<file path="src/rtl/div_unit.sv">
// ---------------------------------------------------------------------------
// div_unit : iterative radix-2 restoring divider (DIV / DIVU).
//
// Accepts a divide from the execute stage, stalls the pipeline while it runs
// one quotient bit per clock, then pulses div_ready for one cycle with
// div_result = {HI = remainder, LO = quotient}. Signed divides are done on
// magnitudes and sign-corrected at the end (quotient sign = sign(a)^sign(b),
// remainder takes the sign of the dividend).
//
// Ports
//   clk         in   1        rising-edge clock
//   rst         in   1        asynchronous active-high reset
//   div_start   in   1        execute stage holds a divide, operands valid
//   div_signed  in   1        1 = DIV, 0 = DIVU (sampled with div_start)
//   div_annul   in   1        flush of the divide; aborts, returns to IDLE
//   opa         in   WIDTH    dividend
//   opb         in   WIDTH    divisor
//   div_stall   out  1        combinational stall request to hazard unit
//   div_ready   out  1        one-cycle result-valid pulse
//   div_result  out  2*WIDTH  {remainder, quotient}, held until next result
//
// Optional feature macro: DIV_ZERO_FAST_EN
//   When defined, a zero divisor skips the iterations (IDLE -> DONE) and
//   produces the same HI/LO values as the full restoring run.
// ---------------------------------------------------------------------------
module div_unit #(
  parameter int WIDTH = 32
) (
  input  logic               clk,
  input  logic               rst,
  input  logic               div_start,
  input  logic               div_signed,
  input  logic               div_annul,
  input  logic [WIDTH-1:0]   opa,
  input  logic [WIDTH-1:0]   opb,
  output logic               div_stall,
  output logic               div_ready,
  output logic [2*WIDTH-1:0] div_result
);

  localparam int CNT_W = (WIDTH > 1) ? $clog2(WIDTH) : 1;
  localparam logic [CNT_W-1:0] CNT_LAST = CNT_W'(WIDTH - 1);
  localparam logic [CNT_W-1:0] CNT_ONE  = CNT_W'(1);

  typedef enum logic [1:0] {
    S_IDLE = 2'd0,
    S_BUSY = 2'd1,
    S_DONE = 2'd2
  } state_t;

  // Two's-complement negate when neg is set; used both for taking operand
  // magnitudes and for the final sign correction.
  function automatic logic [WIDTH-1:0] f_sign_fix(input logic [WIDTH-1:0] v,
                                                  input logic             neg);
    return neg ? (-v) : v;
  endfunction

  state_t             r_state;
  logic [CNT_W-1:0]   r_cnt;
  logic [WIDTH-1:0]   r_rem;
  logic [WIDTH-1:0]   r_quo;
  logic [WIDTH-1:0]   r_div;
  logic               r_qsign;
  logic               r_rsign;
  logic               r_ready;
  logic [2*WIDTH-1:0] r_result;

  logic               w_neg_a;
  logic               w_neg_b;
  logic [WIDTH-1:0]   w_abs_a;
  logic [WIDTH-1:0]   w_abs_b;
  logic               w_accept;
  logic               w_fast;
  logic [WIDTH:0]     w_shift;
  logic [WIDTH-1:0]   w_trial;
  logic               w_borrow;
  logic [WIDTH-1:0]   w_rem_nx;
  logic [WIDTH-1:0]   w_quo_nx;

  // Operand magnitudes; a negative MIN value wraps to itself, which is the
  // correct unsigned magnitude 2^(WIDTH-1).
  assign w_neg_a  = div_signed & opa[WIDTH-1];
  assign w_neg_b  = div_signed & opb[WIDTH-1];
  assign w_abs_a  = f_sign_fix(opa, w_neg_a);
  assign w_abs_b  = f_sign_fix(opb, w_neg_b);

  assign w_accept = (r_state == S_IDLE) & div_start & ~div_annul;

`ifdef DIV_ZERO_FAST_EN
  assign w_fast = (opb == '0);
`else
  assign w_fast = 1'b0;
`endif

  // One restoring step. The shifted partial remainder needs WIDTH+1 bits
  // for the compare; when no borrow occurs the difference is below the
  // divisor, so its low WIDTH bits are exact.
  assign w_shift  = {r_rem, r_quo[WIDTH-1]};
  assign w_borrow = (w_shift < {1'b0, r_div});
  assign w_trial  = w_shift[WIDTH-1:0] - r_div;
  assign w_rem_nx = w_borrow ? w_shift[WIDTH-1:0] : w_trial;
  assign w_quo_nx = {r_quo[WIDTH-2:0], ~w_borrow};

  // Stall drops in DONE so the pipeline advances as the result lands, and
  // drops immediately when the divide is flushed.
  assign div_stall  = w_accept | ((r_state == S_BUSY) & ~div_annul);
  assign div_ready  = r_ready;
  assign div_result = r_result;

  always_ff @(posedge clk or posedge rst) begin
    if (rst) begin
      r_state  <= S_IDLE;
      r_cnt    <= '0;
      r_rem    <= '0;
      r_quo    <= '0;
      r_div    <= '0;
      r_qsign  <= 1'b0;
      r_rsign  <= 1'b0;
      r_ready  <= 1'b0;
      r_result <= '0;
    end else if (div_annul) begin
      r_state <= S_IDLE;
      r_cnt   <= '0;
      r_ready <= 1'b0;
    end else begin
      case (r_state)
        S_IDLE: begin
          r_ready <= 1'b0;
          if (div_start) begin
            r_div   <= w_abs_b;
            r_qsign <= w_neg_a ^ w_neg_b;
            r_rsign <= w_neg_a;
            r_cnt   <= '0;
            if (w_fast) begin
              // Load what the full run would leave for a zero divisor.
              r_rem   <= w_abs_a;
              r_quo   <= '1;
              r_state <= S_DONE;
            end else begin
              r_rem   <= '0;
              r_quo   <= w_abs_a;
              r_state <= S_BUSY;
            end
          end
        end
        S_BUSY: begin
          r_rem <= w_rem_nx;
          r_quo <= w_quo_nx;
          if (r_cnt == CNT_LAST) begin
            r_cnt   <= '0;
            r_state <= S_DONE;
          end else begin
            r_cnt <= r_cnt + CNT_ONE;
          end
        end
        S_DONE: begin
          r_ready  <= 1'b1;
          r_result <= {f_sign_fix(r_rem, r_rsign), f_sign_fix(r_quo, r_qsign)};
          r_state  <= S_IDLE;
        end
        default: begin
          r_state <= S_IDLE;
          r_ready <= 1'b0;
        end
      endcase
    end
  end

endmodule

</file>
<file path="config.mk">
export PLATFORM = sky130hd
export DESIGN_NAME = div_unit
export DESIGN_NICKNAME = d
export VERILOG_FILES = /design/src/rtl/div_unit.sv
export SDC_FILE = /design/constraint.sdc
export NUM_CORES = 1
export LEC_CHECK = 0
export BUFFER_PORTS_ARGS = -buffer_cell sky130_fd_sc_hd__clkbuf_2
export CAP_MARGIN = 20
export CORE_MARGIN = 2
export CORE_UTILIZATION = 60
export DETAILED_ROUTE_END_ITERATION = 10
export PLACE_DENSITY = 0.82
export SYNTH_ARGS = -nofsm -noshare
export SYNTH_HDL_FRONTEND = slang
export SYNTH_SLANG_ARGS = --single-unit
</file>
<file path="constraint.sdc">
create_clock -name clk -period 14.81 [get_ports clk]
set_input_delay 2.962 -clock clk [delete_from_list [all_inputs] [get_ports clk]]
set_output_delay 2.962 -clock clk [all_outputs]
set_load 0.02 [all_outputs]
</file>
==> flow_summary.ini <==
[run_status]
status = complete, no violations

[global_routing]
grt_pass1_wl_mm = 44.0
grt_pass1_vias = 8766
grt_remaining_overflow = 0
grt_start_max_net_pins = 130
antenna_found_initial = 0
grt_usage_pct = 27.7

[clock_network]
clk_latency_ps = 430
cts_setup_buffers = 0
htreeDepth = 4
cts_tree = yes
clockRootBuffer = clkbuf_16
cts-buffers-inserted = 17
cts.sinks = 170
clk_pin_slew_ps = 60
ctsHoldBuffers = 0
cts_resized = 0
clk_path_buf_depth = 2

[placed_design]
numPlacedInstances = 1604
gp_congestion = 0.895
placed_area_mm2 = 0.0117
io_buffers = 134
hpwl_mm = 19.4

[timing]
finalCritPeriodShare_pct = 53.4
hold_viol = 0
worst_clock_skew_ps = 8.39
rsz0062_at_grt = no
tns_ps = 0
tightestPinTransition_ps = 1060
setup_viol = 0
clock.fmax_mhz = 127
slew_violations = 0
max_slew_margin_pct = 29.7
post-route-min-period_ps = 7900
timing.hold.ws_ps = 479

[synth]
yosys.area.top_type_share_pct = 39.0
avgSynthCellArea_um2 = 8.39
synthXorXnorAreaFrac_pct = 11.4
yosys_warnings = 0
synth_top_cell_by_area = dfrtp_1
ys.flop_type = dfrtp_1
yosysSeqAreaShare_pct = 39.0
ys_types = 61
synth_top_family_by_area = compound AO/OA/AOI/OAI gates
syn_nets = 1408
ys_ff_latch = 170
async_flop_share_pct = 100
syn_area_mm2 = 0.0109
muxShareOfSynthArea_pct = 1.94
synth_simple_gate_area_share_pct = 17.2
synth_cells = 1300
synthAdderAreaFrac_pct = 4.54
synth-compound-area-share_pct = 21.6
synthTopCellsByArea = dfrtp_1, o21ai_0, xor2_1
synth_edf_count = 0

[route]
wl_per_cell_um = 16.2
wl_mm = 26.5
drt-met1-wl_mm = 13.2
wl_met2_mm = 10.9
dr.first_iter.drc_count = 873
viasPerCell = 5.86
drt_pass1_iterations = 5
top_layer = met4
wl_met3_mm = 2.03
num_vias = 9588
antenna_left = 0
drc = 0

[die]
die-area_mm2 = 0.0193
die_w_um = 139
initial_utilization_pct = 60.9
coreArea_mm2 = 0.0179
die_y_um = 139
pin_count = 135
num_rows = 49

[worst_hold_path]
hold_path_startpoint = div_result[4]$_DFFE_PP0P_
hold_path.class = reg -> reg
hold_end = div_result[4]$_DFFE_PP0P_
hold-path-cell-count = 2

[run]
cap_violations = 0

[final_layout]
layout-drive-gt1-share_pct = 14.2
fin_util_pct = 68.6
stdcell_count = 1637
layout.nets = 1503
syn2layout_area_growth_pct = 12.5
design_area_mm2 = 0.0123
antenna_cells = 0

[critical_path]
r2r_setup_slack_ps = 10920
cp_cell_sequence = clkbuf_2, nor4b_2, nor2_4, buf_4, inv_1, clkbuf_2
worst_path_largest_cell_delay_ps = 720
path_class = in -> out
crit_path_end_kind = primary output
crit_family = buffers and inverters
crit_top_cell = clkbuf_2
required_ps = 11850
slowest_stage = nor4b_2
reg2reg_to = r_rem[31]$_DFFE_PP0P_
crit_fanout = 81
critPathBufInv = 4
reg2reg_depth = 11
reg2reg_from = r_rem[0]$_DFFE_PP0P_
critPathLaunchType = primary input
crit_arrival_ps = 4940

[power]
p_leak_uw = 0.00585
power_density_mw_per_mm2 = 178
ir_drop_uv = 121
-- placed cells by master, fill, tap and decap left out, types with 7 or more instances in the layout --
cell type	Yosys	final
o21ai_0	193	193
xnor2_1	47	47
dfrtp_1	170	170
clkbuf_16	0	17
o21ai_1	19	18
o31ai_1	20	20
nand2b_1	15	15
nor2_1	67	66
a21oi_1	81	81
or3_1	15	15
nor4_1	8	8
xor2_1	95	95
a21o_1	13	13
and2_1	8	8
a32oi_1	7	7
o41ai_1	11	11
or4_1	11	11
ha_1	38	38
inv_1	56	55
nand4_1	10	10
clkbuf_2	0	134
nand2_1	206	205
o211ai_1	11	11
mux2i_1	20	20
a31oi_1	7	7
nand3_1	18	18
nor3_1	18	18
-- per-stage QoR --
| stage | power (uW) | worst slack, ps |
|---|---|---|
| 2_1_floorplan | 1480 | 7240 |
| 3_3_place_gp | 1690 | 7000 |
| 3_5_place_dp | 1720 | 6940 |
| 4_1_cts | 2160 | 6940 |
| 5_1_grt | 2340 | 6740 |
| 6_report | 2180 | 6910 |
-- cell type report --
cell class,instances,area (um^2)
multi-input cells,1009,6220
clock inverters,13,116
well taps,229,287
inverters,56,215
flip-flops and latches,170,4250
clock buffers,19,453
repair buffers,141,736
fillers,1454,5620
-- cells by family (layout without fill, tap and decap cells) --
kind of cell | count (synthesis) | count (layout)
and+or+nand+nor | 406 | 406
xor gates and xnor gates | 142 | 142
DFF | 170 | 170
muxes | 21 | 21
AOI/OAI and AO/OA | 401 | 401
adders and majority gates | 39 | 39
buffers and inverters | 121 | 229
-- per-layer routing --
metal  vias up  global-route usage (%)
li1       4735                       -
met3        39                    4.04
met4         0                    7.23
met2       359                    39.0
met5         -                       0
met1      4455                    44.6
-- worst max-delay path by stage --
stage / from / cells past startpoint / end
floorplan: rst / 1 / div_ready$_DFFE_PP0P_
global placement: div_annul / 6 / div_stall
detailed placement: div_annul / 6 / div_stall
CTS: div_annul / 6 / div_stall
global route: div_annul / 6 / div_stall
finish: div_annul / 6 / div_stall
-- synthesized netlist by cell type (13+ instances only) --
| cell | number |
|---|---|
| clkbuf_1 | 51 |
| xor2_1 | 95 |
| mux2i_1 | 20 |
| dfrtp_1 | 170 |
| nand2_1 | 206 |
| inv_1 | 56 |
| o21ai_0 | 193 |
| xnor2_1 | 47 |
| nor2_1 | 67 |
| nand2b_1 | 15 |
| o31ai_1 | 20 |
| a21o_1 | 13 |
| or3_1 | 15 |
| a21oi_1 | 81 |
| nor3_1 | 18 |
| nand3_1 | 18 |
| ha_1 | 38 |
| o21ai_1 | 19 |
-- tightest hold or removal path, stage by stage (launching register included) --
cell,delay (ps)
dfrtp_1,340
nand2_1,40
o21ai_0,60
-- registers in the layout (all words and copies together) (netlist names) --
name	flops
div_ready	1
r_rem	32
div_result	64
r_state	2
r_div	32
r_quo	32
r_qsign	1
r_cnt	5
r_rsign	1
-- power by group --
group / switching [uW] / total [uW] / internal, uW / leakage, uW
Clock: 191 / 432 / 241 / 0.000276
Combinational: 606 / 1040 / 438 / 0.00331
Sequential: 159 / 708 / 549 / 0.00226
Total: 955 / 2180 / 1230 / 0.00585
No activity file was read; power rests on OpenSTA's default activity.
